$ cat config.mk
export PLATFORM = sky130hd
export DESIGN_NAME = clk_div_prog
export DESIGN_NICKNAME = d
export VERILOG_FILES = /design/src/rtl/clk_div_prog.sv
export SDC_FILE = /design/constraint.sdc
export NUM_CORES = 1
export LEC_CHECK = 0
export BUFFER_PORTS_ARGS = -buffer_cell sky130_fd_sc_hd__buf_2
export CAP_MARGIN = 10
export CORE_ASPECT_RATIO = 0.7
export CORE_MARGIN = 10
export CORE_UTILIZATION = 70
export CTS_CLUSTER_DIAMETER = 120
export CTS_CLUSTER_SIZE = 12
export DETAILED_ROUTE_END_ITERATION = 12
export PLACE_DENSITY = 0.88
export SKIP_CTS_REPAIR_TIMING = 1
export SLEW_MARGIN = 25
export SYNTH_ARGS = -nofsm -noshare
export SYNTH_HDL_FRONTEND = slang
export SYNTH_SLANG_ARGS = --single-unit
$ cat constraint.sdc
create_clock -name clk_in -period 7.1 [get_ports clk_in]
set_input_delay 1.775 -clock clk_in [delete_from_list [all_inputs] [get_ports clk_in]]
set_output_delay 1.775 -clock clk_in [all_outputs]
set_load 0.02 [all_outputs]
$ cat src/rtl/clk_div_prog.sv
// clk_div_prog: multi-channel programmable clock divider / enable generator.
// Optional align input is compiled in when CLKDIV_ALIGN_EN is defined.
module clk_div_prog #(
  parameter int NCH     = 4,
  parameter int W       = 16,
  parameter int DEF_DIV = 8,
  localparam int CHW    = (NCH > 1) ? $clog2(NCH) : 1
) (
  input  logic           clk_in,
  input  logic           rst,
  // wr_en is a strobe with no ready: every write is accepted on the edge it is presented.
  input  logic           wr_en,
  input  logic [CHW-1:0] wr_ch,
  input  logic [W-1:0]   wr_div,
`ifdef CLKDIV_ALIGN_EN
  input  logic           align,
`endif
  output logic [NCH-1:0] clk_out,
  output logic [NCH-1:0] tick,
  output logic [NCH-1:0] busy,
  output logic [NCH-1:0] dbg_run_o
);

  typedef enum logic {ST_IDLE = 1'b0, ST_RUN = 1'b1} state_e;

  localparam logic [W-1:0] ONE     = W'(1);
  localparam logic [W-1:0] DEF_EFF = (DEF_DIV == 1) ? W'(2) : W'(DEF_DIV);
  localparam logic         RST_RUN = (DEF_EFF != '0);
  localparam logic [W-1:0] RST_CNT = RST_RUN ? (DEF_EFF - ONE) : '0;

  logic          align_w;
  logic [W-1:0]  wval;

`ifdef CLKDIV_ALIGN_EN
  assign align_w = align;
`else
  assign align_w = 1'b0;
`endif

  // A divisor of 1 cannot make a square wave, so it is stored as 2.
  assign wval = (wr_div == ONE) ? W'(2) : wr_div;

  for (genvar g = 0; g < NCH; g++) begin : g_ch
    state_e       state_q, state_d;
    logic [W-1:0] div_q, div_d, cnt_q, cnt_d, pend_q, pend_d;
    logic         pend_v_q, pend_v_d, clk_q, clk_d, tick_q, tick_d;
    logic         hit, wrap, load_en, consume;
    logic [W-1:0] load_val;
    logic [W:0]   half;

    assign hit  = wr_en && (wr_ch == CHW'(g));
    assign wrap = (state_q == ST_RUN) && (cnt_q == div_q - ONE);
    assign half = ({1'b0, div_q} + (W+1)'(1)) >> 1;

    always_comb begin
      state_d  = state_q;
      div_d    = div_q;
      cnt_d    = cnt_q;
      pend_d   = pend_q;
      pend_v_d = pend_v_q;
      clk_d    = clk_q;
      tick_d   = 1'b0;
      load_en  = 1'b0;
      consume  = 1'b0;
      load_val = hit ? wval : pend_q;

      if (align_w) begin
        load_en = 1'b1;
        consume = 1'b1;
        if (!hit && !pend_v_q) load_val = div_q;
      end else if (state_q == ST_RUN) begin
        if (wrap && (hit || pend_v_q)) begin
          load_en = 1'b1;
          consume = 1'b1;
        end else begin
          cnt_d  = wrap ? '0 : cnt_q + ONE;
          clk_d  = ({1'b0, cnt_d} < half);
          tick_d = (cnt_d == '0);
        end
      end else if (pend_v_q) begin
        // Idle channel: the pending value lands one edge after it was written.
        load_en  = 1'b1;
        load_val = pend_q;
      end

      if (load_en) begin
        div_d    = load_val;
        cnt_d    = '0;
        pend_v_d = 1'b0;
        if (load_val == '0) begin
          state_d = ST_IDLE;
          clk_d   = 1'b0;
          tick_d  = 1'b0;
        end else begin
          state_d = ST_RUN;
          clk_d   = 1'b1;
          tick_d  = 1'b1;
        end
      end

      if (hit && !consume) begin
        pend_d   = wval;
        pend_v_d = 1'b1;
      end
    end

    always_ff @(posedge clk_in) begin
      if (rst) begin
        state_q  <= RST_RUN ? ST_RUN : ST_IDLE;
        div_q    <= DEF_EFF;
        cnt_q    <= RST_CNT;
        pend_q   <= '0;
        pend_v_q <= 1'b0;
        clk_q    <= 1'b0;
        tick_q   <= 1'b0;
      end else begin
        state_q  <= state_d;
        div_q    <= div_d;
        cnt_q    <= cnt_d;
        pend_q   <= pend_d;
        pend_v_q <= pend_v_d;
        clk_q    <= clk_d;
        tick_q   <= tick_d;
      end
    end

    assign clk_out[g]   = clk_q;
    assign tick[g]      = tick_q;
    assign busy[g]      = pend_v_q;
    assign dbg_run_o[g] = (state_q == ST_RUN);
  end

endmodule

Word level (Yosys, flattened, before mapping):

Index checks and enable logic that the tools add are counted.

* register bits after elaboration: 208
* bits in latches: 0
* RAM bits: 0
* bits in read-only memories: 0
* input bits: 21
* output and inout bits: 16
* logic and storage cells: 198
* memories: 0

* $add $sub $neg: 12
* multipliers: 0
* div/mod/pow operators: 0
* magnitude comparators: 4
* equality and inequality tests: 12
* shift operators: 0
* multiplexer cells: 81
* bitwise operators: 4
* reduce and logical (&&, ||, !) cells: 53

Operators by type and width (number)
* $mux W16: 17
* $logic_not A16 Y1: 8
* $add A16 B1 Y17 const B: 4
* $add A16 B1 Y16 const B: 4
* $eq A16 B16 Y1: 4
* $lt A16 B16 Y1: 4
* $sub A16 B1 Y16 const B: 4
* $mux W1: 52
* $mux W3: 12
* $eq A16 B1 Y1 const B: 1
* $logic_and A1 B1 Y1: 16
* $reduce_and A2 Y1: 8
* $reduce_bool A2 Y1: 8
* $ne A2 B2 Y1 const B: 4
* $reduce_or A2 Y1: 4
* $eq A2 B2 Y1 const B: 2
* $logic_not A1 Y1: 4
* $logic_or A1 B1 Y1: 4
* $not A1 Y1: 4
* $eq A2 B1 Y1 const B: 1
* $logic_not A2 Y1: 1

Logic depth before layout (Yosys ltp):

Gate-level depths: netlist of the first run.

* depth after elaboration: 9
* mapped depth: 22
* gate-level depth less buffers: 18

Least setup slack after synthesis of the first run:

OpenSTA, ideal clock, no wires.

* kind: flip-flop to flip-flop
* from: register g_ch[1].div_q[0]
* to: register g_ch[1].clk_q
* library setup time: 0.066 ns
* arrival: 4.664 ns
* required time: 7.034 ns
* setup slack: 2.370 ns
* stages on the path, launching flop included: 22
* path buffers: 3
* clock period less this slack: 4.730 ns
* path through: dfxtp_1 -> buf_4 -> inv_1 -> ha_1 -> buf_2 -> or3b_1 -> nor4_1 -> o22ai_1 -> or4_4 -> or4_4 -> nor2_1 -> clkbuf_1 -> nor2_1 -> ha_1 -> a21o_1 -> a21o_1 -> a211oi_1 -> o21bai_1 -> a21o_1 -> a21oi_1 -> o211ai_2 -> a21oi_2

* word-level cells in the longest chain between the ends: 8
* elaborated cells between the ends (all ways): 15
* those cells by class: add/sub: 2; order compare: 1; eq/ne: 2; mux: 6; reduce/logical: 4

RTL lines
* start, declared: line 45 `logic [W-1:0] div_q, div_d, cnt_q, cnt_d, pend_q, pend_d;`
* start signal, assigned: line 118 `div_q <= div_d;`
* $sub A16 B1 Y16: line 52 `assign wrap = (state_q == ST_RUN) && (cnt_q == div_q - ONE);`
* $eq A16 B16 Y1: line 52
* $logic_and A1 B1 Y1: line 52
* $mux W16 or $logic_and A1 B1 Y1 (tied branches): line 76, 72
* $lt A16 B16 Y1 or $mux W1 (tied branches): line 77, 72
* $mux W1, on equally long branches: line 72, 71
* $mux W1 (tied with other cells): line 71 `end else if (state_q == ST_RUN) begin`
* $mux W1 or $reduce_and A2 Y1 (tied branches)
* end signal, assigned: line 122 `clk_q <= clk_d;`
* end, declared: line 46 `logic pend_v_q, pend_v_d, clk_q, clk_d, tick_q, tick_d;`

Several ways; a longest one is shown, not always the timed one. The select of a mux whose other input is x is not followed.
A chain may end at the register's enable or synchronous reset.

Worst setup path after layout of the first run:

Same ends and word-level chain as after synthesis.

==> results.cfg, run 1 <==
[run_status]
run_status = finished, final reports clean

[routing]
post_drt_wl_per_cell_microns = 19.7
dr_total_vias = 15400
detail-route-antenna-nets = 0
drc_errors = 0
dr.pass1.iters = 6
initialDrtViolationCount = 1887
postRouteWirelength_microns = 44500
detail_route.vias_per_cell = 6.79

[final_layout]
final-instance-count-excl-fill = 2263
drive_gt1_share_pct = 8.26
layout.cells.most_common = sky130_fd_sc_hd__nor2_1
commonest_non_fill_non_tap_cells_in_the_layout = 252 x sky130_fd_sc_hd__nor2_1, 208 x sky130_fd_sc_hd__dfxtp_1, 121 x sky130_fd_sc_hd__nand2_1, 118 x sky130_fd_sc_hd__mux2i_1, 111 x sky130_fd_sc_hd__xnor2_1
area_delta_synth_final_pct = 1.75
final_net_count = 2041

[global_route]
grt_pass1_vias = 13700
grt_max_degree = 113
grt_antenna_before_repair = 3
met1_usage_pct = 40.6
globalRoute.totalOverflow = 0
globalRoute.busiestLayer = met2
gr-usage-all-layers_pct = 28.2
grt_first_pass_wirelength_microns = 72000
grt_util_met3_pct = 4.30
groute.layer.met2.usage_pct = 42.5

[timing]
grt_setup_unrepaired = false
setup_total_negative_slack_ps = 0
worst_hold_slack_ps = 487
fmax_ghz = 0.179
finalCritPeriodShare_pct = 78.5
finalWorstPathRequiredPeriod_ps = 5580
normalized_max_slew_margin_pct = 28.5
worst-slew-pin-transition_ps = 1070
report.final.slew_viol_count = 0
report.final.setup_viol = 0
final_hold_viol_count = 0
timing.clock.skew_ps = 29.9

[synth]
asyncSetResetFlopFracSynth_pct = 0
post_synth_top_area_cell = sky130_fd_sc_hd__dfxtp_1
yosys_warnings = 0
postSynthNetCount = 2187
synth.lib_cells_used.distinct = 92
area_of_the_mapped_netlist_sq_um = 16400
synth_sequential_area_ratio_pct = 25.3
avgSynthCellArea_sq_um = 7.85
yosys.area.top_type_share_pct = 25.3
synth_top_cells_by_area = sky130_fd_sc_hd__dfxtp_1 25%, sky130_fd_sc_hd__mux2i_1 7.2%, sky130_fd_sc_hd__xnor2_1 5.9%
postSynthRegisterBits = 208
synthesis.instances = 2094
synth_enable_flop_cells = 0
synth_ff_type = sky130_fd_sc_hd__dfxtp_1

[floorplanning]
core_sq_um = 22800
floorplan.rows = 46
ios = 37
floorplan.initialDensity_pct = 71.9
die_span_in_x_microns = 203
die_h_microns = 148
die_area_sq_um = 30100

[clock_network]
h-tree-depth = 1
buffer_depth_of_the_longest_clock_path = 3
clkLatencyLatePin_ps = 530
path_clk_slew_ps = 70
tritoncts = built
cts_sinks = 208
number_of_buffers_added_by_the_clock_tree_synthesis_step = 21
root_buffer = sky130_fd_sc_hd__clkbuf_16

[power_and_ir_drop]
leakage_nw = 6.19
p_int_mw = 4.01
share_comb_of_total_power_pct = 64.1
worst_ir_drop_vdd_uv = 570
switching_share_pct = 51.3
power_switching_mw = 4.23
clock_power_share_pct = 12.1
power.density_nw_per_um2 = 492
share_seq_of_total_power_pct = 23.8

[worst_setup_path]
timing.reg2reg.worst_path_depth = 18
crit_arrival_ps = 6020
crit-reg2reg-launch = g_ch[1].div_q[0]
cp_data_required_time_ps = 7550
worst_setup_path_category = register to register
reg2reg_to = g_ch[1].clk_q
timing.critical_path.mode_cell = sky130_fd_sc_hd__a21o_1
crit_fanout = 13
sequence_of_cells_on_the_critical_path = inv_1, ha_1, xor2_1, o2111ai_1, a2111o_1, or4_4, or4_4, nor2_1, nor2_1, ha_1, a21o_1, a21o_1, a211oi_1, o21bai_1, a21o_1, a21oi_1, o211ai_2, a21oi_2
critical_path.slowest_cell = sky130_fd_sc_hd__nor2_1
timing.critical_path.from_type = register
rrSetupSlack_ps = 1520
cp_slowest_stage_delay_ps = 730
critical_path.endpoint_type = register

[flow_run]
reported_max_cap_violation_count = 0

[min_path]
timing.hold.worst_path_depth = 2
hold_path.class = register to register
hold_path_end = g_ch[0].pend_q[1]
worstHoldStart = g_ch[0].pend_q[1]

[place]
gpl.final_weighted_congestion = 0.984
place.detailed.hpwl_microns = 31700
port_buffers = 36
dp.cells = 2237
-- worst max-delay path, delay by kind of cell (launching register included) --
kind,cells,cell delay [ps]
and+or+nand+nor,4,1940
adders and majority gates,2,710
AOI/OAI and AO/OA,10,1850
DFF,1,650
buffers and inverters,1,140
xor gates and xnor gates,1,210
-- registers in the layout, indices dropped and copies added, names as in the netlist --
signal and flops:
g_ch.pend_v_q 4, g_ch.clk_q 4, g_ch.state_q 4, g_ch.pend_q 64, g_ch.cnt_q 64, g_ch.div_q 64
g_ch.tick_q 4
-- cell type report --
| cell class | instances | area [sq um] |
|---|---|---|
| well taps | 312 | 390 |
| inverters | 37 | 139 |
| diodes | 3 | 7.51 |
| flip-flops and latches | 208 | 4160 |
| clock buffers | 21 | 526 |
| fillers | 1779 | 6130 |
| repair buffers | 47 | 269 |
| multi-input cells | 1633 | 11200 |
| clock inverters | 2 | 17.5 |
-- routing by layer --
layer | routed length (microns) | part of all wire [%]
met5 | 0 | 0
met1 | 19400 | 44
met3 | 4490 | 10
met2 | 19400 | 44
met4 | 1230 | 2.8
-- Yosys cell counts, types with 27 or more instances --
cell type and n:
sky130_fd_sc_hd__a211oi_1 31, sky130_fd_sc_hd__a311oi_1 31, sky130_fd_sc_hd__xor2_1 65, sky130_fd_sc_hd__nor3_1 90
sky130_fd_sc_hd__a21oi_1 103, sky130_fd_sc_hd__ha_1 72, sky130_fd_sc_hd__nand2_1 121, sky130_fd_sc_hd__buf_4 27
sky130_fd_sc_hd__and3_1 27, sky130_fd_sc_hd__o21ai_0 56, sky130_fd_sc_hd__xnor2_1 111, sky130_fd_sc_hd__nand4_1 45
sky130_fd_sc_hd__nor4_1 47, sky130_fd_sc_hd__inv_1 36, sky130_fd_sc_hd__nand3_1 76, sky130_fd_sc_hd__clkbuf_1 149
sky130_fd_sc_hd__nor2_1 253, sky130_fd_sc_hd__mux2i_1 118, sky130_fd_sc_hd__dfxtp_1 208
-- power groups by stage --
stage | Sequential, mW | Clock (mW) | Combinational, mW
floorplan | 1.60 | 0 | 4.45
global placement | 1.94 | 0 | 4.97
finish | 1.96 | 0.994 | 5.28
detailed placement | 1.96 | 0 | 5.10
global route | 2.01 | 1.04 | 5.80
CTS | 1.94 | 0.998 | 5.14
-- worst max path at each step --
stage,depth (start not counted),to,slack (ps),start
3_3_place_gp,18,g_ch[1].clk_q,1830,g_ch[1].div_q[0]
5_1_grt,18,g_ch[1].clk_q,1030,g_ch[1].div_q[0]
4_1_cts,18,g_ch[1].clk_q,1600,g_ch[1].div_q[0]
2_1_floorplan,21,g_ch[1].clk_q,2370,g_ch[1].div_q[0]
6_report,18,g_ch[1].clk_q,1520,g_ch[1].div_q[0]
3_5_place_dp,16,g_ch[1].clk_q,1680,g_ch[1].div_q[0]
-- stage by stage --
| stage | setup slack (ps) | util, % | area [sq um] | total power, mW |
|---|---|---|---|---|
| 2_1_floorplan | 2370 | - | 16400 | 6.05 |
| 3_3_place_gp | 1830 | 70.5 | 16100 | 6.91 |
| 3_5_place_dp | 1680 | 70.6 | 16100 | 7.06 |
| 4_1_cts | 1600 | 72.9 | 16700 | 8.08 |
| 5_1_grt | 1030 | 73.2 | 16700 | 8.85 |
| 6_report | 1520 | 73.2 | 16700 | 8.23 |
-- cells by family after synthesis --
| kind of cell | count (synthesis) | synth area share, % |
|---|---|---|
| fa+ha+maj | 72 | 5.48 |
| flops | 208 | 25.3 |
| simple gates | 834 | 26.4 |
| mux | 128 | 7.88 |
| compound gates | 423 | 18.7 |
| xor+xnor | 176 | 9.38 |
| buf+inv | 253 | 6.87 |
(Power assumes the default switching activity.)
==> run 2: changes to the inputs <==
--- a/config.mk
+++ b/config.mk
@@ -9,11 +9,11 @@
 export CAP_MARGIN = 10
 export CORE_ASPECT_RATIO = 0.7
 export CORE_MARGIN = 10
-export CORE_UTILIZATION = 70
+export CORE_UTILIZATION = 65
 export CTS_CLUSTER_DIAMETER = 120
 export CTS_CLUSTER_SIZE = 12
 export DETAILED_ROUTE_END_ITERATION = 12
-export PLACE_DENSITY = 0.88
+export PLACE_DENSITY = 0.82
 export SKIP_CTS_REPAIR_TIMING = 1
 export SLEW_MARGIN = 25
 export SYNTH_ARGS = -nofsm -noshare
==> constraint.sdc (replaced) <==
create_clock -name clk_in -period 5.75 [get_ports clk_in]
set_input_delay 1.4375 -clock clk_in [delete_from_list [all_inputs] [get_ports clk_in]]
set_output_delay 1.4375 -clock clk_in [all_outputs]
set_load 0.02 [all_outputs]
==> run 2 against run 1 <==
Total power grew 25%. Worst setup slack lost 760 ps. Clock power grew 23%. Via count shrank 0.98%. Utilization shrank 5.3 points. Register-to-register slack lost 760 ps. Die area grew 6.8%. Critical path type unchanged.
==> results.cfg, run 2 (synthesis gave the netlist of run 1 again) <==
[run_status]
run_status = finished, final reports clean

[final_layout]
n_fill_cell = 2113
layout.cells.most_common = sky130_fd_sc_hd__nor2_1
area_delta_synth_final_pct = 2.22
final_net_count = 2050
drive_gt1_share_pct = 8.64
reg_top3 = g_ch.cnt_q (64), g_ch.div_q (64), g_ch.pend_q (64)
commonest_non_fill_non_tap_cells_in_the_layout = 252 x sky130_fd_sc_hd__nor2_1, 208 x sky130_fd_sc_hd__dfxtp_1, 121 x sky130_fd_sc_hd__nand2_1, 118 x sky130_fd_sc_hd__mux2i_1, 111 x sky130_fd_sc_hd__xnor2_1

[power_and_ir_drop]
leakage_nw = 6.23
power.density_nw_per_um2 = 614
worst_ir_drop_vdd_uv = 413

[global_route]
grt_max_degree = 79
gr-usage-all-layers_pct = 26.4
grt_pass1_vias = 13800
globalRoute.totalOverflow = 0
grt_antenna_before_repair = 1
grt_first_pass_wirelength_microns = 72800

[floorplanning]
ios = 37
die_area_sq_um = 32100
core_sq_um = 24700
die_span_in_x_microns = 210
die_h_microns = 153
floorplan.initialDensity_pct = 66.4
floorplan.rows = 48

[routing]
dr.pass1.iters = 6
detail_route.vias_per_cell = 6.66
initialDrtViolationCount = 1664
dr_total_vias = 15200
drc_errors = 0
detail-route-antenna-nets = 0
post_drt_wl_per_cell_microns = 19.7
postRouteWirelength_microns = 45100

[timing]
fmax_ghz = 0.201
worst-slew-pin-transition_ps = 1060
timing.clock.skew_ps = 23.3
grt_setup_unrepaired = false
final_hold_viol_count = 0
normalized_max_slew_margin_pct = 29.3
finalWorstPathRequiredPeriod_ps = 4980
report.final.slew_viol_count = 0
final.setup.worst_slack_ps = 769
finalCritPeriodShare_pct = 86.6
setup_total_negative_slack_ps = 0
report.final.setup_viol = 0

[flow_run]
reported_max_cap_violation_count = 0

[worst_setup_path]
crit_fanout = 13
crit_arrival_ps = 5430
cp_slowest_stage_delay_ps = 600
critical_path.slowest_cell = sky130_fd_sc_hd__or4_4
sequence_of_cells_on_the_critical_path = inv_1, ha_1, or3b_1, nor4_1, o22ai_1, or4_4, or4_4, nor2_1, buf_4, nor2_1, ha_1, a21o_1, a21o_1, a211oi_1, o21bai_1, a21o_1, a21oi_1, o211ai_2, a21oi_2
worst_setup_path_category = register to register
critical_path.endpoint_type = register
timing.critical_path.mode_cell = sky130_fd_sc_hd__a21o_1
timing.critical_path.from_type = register
cp_data_required_time_ps = 6200

[clock_network]
h-tree-depth = 1
buffer_depth_of_the_longest_clock_path = 3
root_buffer = sky130_fd_sc_hd__clkbuf_16
path_clk_slew_ps = 70
cts_sinks = 208
clkLatencyLatePin_ps = 530
number_of_buffers_added_by_the_clock_tree_synthesis_step = 21
tritoncts = built

[place]
gpl.final_weighted_congestion = 0.996
port_buffers = 36
post-place-ws_ps = 870
place.detailed.hpwl_microns = 32600

[min_path]
hold_path.class = register to register
-- run 2: cell types whose count changed in the layout (fill, tap and decap cells not counted), sizes merged --
cell / previous run / this run
buf: 47 / 56
diode: 3 / 1
-- run 2: routing by layer --
| metal | wire (microns) | global-route usage, % | up-vias |
|---|---|---|---|
| met5 | 0 | 0 | - |
| met4 | 846 | 5.64 | 0 |
| met3 | 3840 | 4.19 | 71 |
| met2 | 19900 | 40.4 | 619 |
| met1 | 20500 | 38.1 | 7222 |
| li1 | - | - | 7304 |
-- run 2: critical path: cells and delay by family (launching register included) --
family,cells,cell delay (ps)
simple gates,6,2070
compound gates,9,1380
flops,1,450
fa+ha+maj,2,670
buf+inv,2,330
-- run 2: path summary, 6_finish.rpt --
| check | startpoint | end | slack, ps | cells past startpoint |
|---|---|---|---|---|
| worst max-delay path | g_ch[1].div_q[0] | g_ch[1].clk_q | 770 | 19 |
| worst min-delay path | g_ch[0].pend_q[1] | g_ch[0].pend_q[1] | 500 | 2 |
| worst max register to register | g_ch[1].div_q[0] | g_ch[1].clk_q | 770 | 19 |
| worst min register to register | g_ch[0].pend_q[1] | g_ch[0].pend_q[1] | 500 | 2 |
-- run 2: power breakdown --
part	switching [mW]	leakage (nW)	internal (mW)	total, mW
clock network	0.576	0.268	0.648	1.22
logic	4.05	4.27	2.60	6.66
registers	0.666	1.69	1.77	2.44
total	5.30	6.23	5.02	10.3
-- run 2: layout make-up --
cell class | instances | area [sq um] | share of cell area [%]
inverters | 37 | 139 | 0.827
flip-flops and latches | 208 | 4160 | 24.8
clock inverters | 2 | 17.5 | 0.104
multi-input cells | 1633 | 11200 | 66.7
diodes | 1 | 2.50 | 0.0149
clock buffers | 21 | 526 | 3.13
repair buffers | 56 | 337 | 2.00
well taps | 325 | 407 | 2.42
-- run 2: per-stage QoR --
step	instance area (sq um)	hold slack, ps	std cells	power [mW]	utilization [%]
global placement	16200	467	2259	8.69	65.5
global route	16800	523	2283	11.1	67.9
detailed placement	16200	483	2259	8.90	65.5
CTS	16800	496	2282	10.1	67.7
finish	16800	503	2283	10.3	67.9
floorplan	16400	450	2094	7.47	-
==> run 3: changes to the inputs <==
--- a/config.mk
+++ b/config.mk
@@ -14,6 +14,7 @@
 export CTS_CLUSTER_SIZE = 12
 export DETAILED_ROUTE_END_ITERATION = 12
 export PLACE_DENSITY = 0.82
+export RECOVER_POWER = 50
 export SKIP_CTS_REPAIR_TIMING = 1
 export SLEW_MARGIN = 25
 export SYNTH_ARGS = -nofsm -noshare
==> run 3 against run 2 <==
The flow now finishes with violations (capacitance limit, slew limit). Critical path depth fell by 4. Flip-flop and latch count unchanged. Combinational power is 2% lower. Clock power about the same. Maximum frequency is 2.1% lower. Sequential power is essentially flat. Sequential share of layout area increased by 0.18 points. Die area did not move. Cell area shrank 0.72%. Register-to-register slack got worse by 110 ps. Global-route usage did not move. Non-clock buffer count unchanged.
==> results.cfg, run 3 (synthesis gave the netlist of run 1 again) <==
[clock_network]
number_of_buffers_added_by_the_clock_tree_synthesis_step = 21
tritoncts = built
cts_sinks = 208
h-tree-depth = 1
root_buffer = sky130_fd_sc_hd__clkbuf_16
path_clk_slew_ps = 70
clkLatencyLatePin_ps = 530
buffer_depth_of_the_longest_clock_path = 3

[place]
place.detailed.hpwl_microns = 32600
port_buffers = 36
gpl.final_weighted_congestion = 0.996

[worst_setup_path]
reg2reg_to = g_ch[1].clk_q
cp_slowest_stage_delay_ps = 640
crit-reg2reg-launch = g_ch[1].div_q[0]
crit_fanout = 18
timing.reg2reg.worst_path_depth = 15
startpoint_of_the_worst_setup_timing_path = g_ch[1].div_q[0]
worst_setup_path_category = register to register
cp-endpoint = g_ch[1].clk_q
crit_arrival_ps = 5470
timing.critical_path.from_type = register
rrSetupSlack_ps = 660
critical_path.slowest_cell = sky130_fd_sc_hd__or4_1
cp_data_required_time_ps = 6140
timing.critical_path.mode_cell = sky130_fd_sc_hd__ha_1
sequence_of_cells_on_the_critical_path = inv_1, ha_1, or3b_1, nor4_1, o22ai_1, or4_1, nor4_4, nand2_1, clkbuf_1, and2_1, ha_1, nand4_1, a221o_1, o21ai_0, a21oi_2
critical_path.endpoint_type = register

[floorplanning]
core_sq_um = 24700
die_area_sq_um = 32100
floorplan.initialDensity_pct = 66.4
floorplan.rows = 48
die_h_microns = 153
die_span_in_x_microns = 210
ios = 37

[global_route]
grt_pass1_vias = 13800
grt_antenna_before_repair = 1
grt_first_pass_wirelength_microns = 72800
globalRoute.totalOverflow = 0
grt_max_degree = 79
gr-usage-all-layers_pct = 26.4

[final_layout]
reg_top3 = g_ch.cnt_q (64), g_ch.div_q (64), g_ch.pend_q (64)
commonest_non_fill_non_tap_cells_in_the_layout = 253 x sky130_fd_sc_hd__nor2_1, 208 x sky130_fd_sc_hd__dfxtp_1, 121 x sky130_fd_sc_hd__nand2_1, 118 x sky130_fd_sc_hd__mux2i_1, 111 x sky130_fd_sc_hd__xnor2_1
area_delta_synth_final_pct = 1.48
layout.cells.most_common = sky130_fd_sc_hd__nor2_1
final_net_count = 2050
drive_gt1_share_pct = 7.10

[timing]
finalCritPeriodShare_pct = 88.5
finalWorstPathRequiredPeriod_ps = 5090
report.final.setup_viol = 0
normalized_max_slew_margin_pct = -55.1
report.final.slew_viol_count = 158
timing.clock.skew_ps = 22.0
setup_total_negative_slack_ps = 0
fmax_ghz = 0.197
grt_setup_unrepaired = false
final_hold_viol_count = 0
worst-slew-pin-transition_ps = 2310

[routing]
dr.pass1.iters = 9
post_drt_wl_per_cell_microns = 19.7
detail_route.vias_per_cell = 6.71
dr_total_vias = 15300
detail-route-antenna-nets = 0
drc_errors = 0
postRouteWirelength_microns = 45100
initialDrtViolationCount = 1582

[power_and_ir_drop]
clock_power_share_pct = 12.0
power_switching_mw = 5.20
leakage_nw = 6.15
share_comb_of_total_power_pct = 64.0
p_int_mw = 4.95
switching_share_pct = 51.2
power_mw = 10.2
power.density_nw_per_um2 = 609
worst_ir_drop_vdd_uv = 411
share_seq_of_total_power_pct = 23.9

[min_path]
timing.hold.worst_path_depth = 2
hold_path.class = register to register
worstHoldStart = g_ch[0].pend_q[1]

[run_status]
run_status = finished, violations left
failed_checks = capacitance limit, slew limit

[flow_run]
reported_max_cap_violation_count = 8
[run 3: cell types whose count changed in the layout (fill, tap and decap cells not counted), sizes merged]
| cell | before | now |
|---|---|---|
| clkbuf | 21 | 41 |
| buf | 56 | 36 |
[run 3: worst min-delay path by stage]
stage	slack, ps	to
floorplan	450	g_ch[0].pend_q[1]
global placement	470	g_ch[0].pend_q[1]
detailed placement	480	g_ch[0].pend_q[1]
CTS	500	g_ch[0].pend_q[1]
global route	520	g_ch[0].pend_q[1]
finish	500	g_ch[0].pend_q[1]
[run 3: critical path: cells and delay by family, from the launching register on]
kind                     cells  cell delay, ps
buffers and inverters        2             530
AO/OA/AOI/OAI                4             980
adder cells (fa/ha/maj)      2             630
AND/OR/NAND/NOR              7            2360
flip-flops                   1             450
[run 3: area by class of cell]
type | instances | area, sq um
Multi-Input combinational cell | 1633 | 11100
Fill cell | 2150 | 8070
Sequential cell | 208 | 4160
Clock buffer | 21 | 526
Tap cell | 325 | 407
Timing Repair Buffer | 56 | 299
Inverter | 37 | 139
Clock inverter | 2 | 17.5
Antenna cell | 1 | 2.50
[run 3: per-layer routing]
metal  GRT usage (%)  up-vias  share of wire (%)
li1                -     7311                  -
met1            38.1     7311                 46
met2            40.4      627                 44
met3            4.19       75                8.2
met4            5.64        0                1.7
met5               0        -                  0
[run 3: stage by stage]
step           cell area [sq um]  worst slack, ps  hold slack, ps  util [%]  cells
6_report                   16700              663             498      67.4   2283
5_1_grt                    16700              293             523      67.4   2283
4_1_cts                    16800              837             496      67.7   2282
3_5_place_dp               16200              870             483      65.5   2259
3_3_place_gp               16200              997             467      65.5   2259
2_1_floorplan              16400             1020             450         -   2094
[run 3: power by group through the flow]
stage	clock network (mW)	logic, mW	registers (mW)
2_1_floorplan	0	5.50	1.97
3_3_place_gp	0	6.27	2.42
3_5_place_dp	0	6.46	2.44
4_1_cts	1.24	6.49	2.41
5_1_grt	1.29	7.12	2.49
6_report	1.22	6.50	2.43
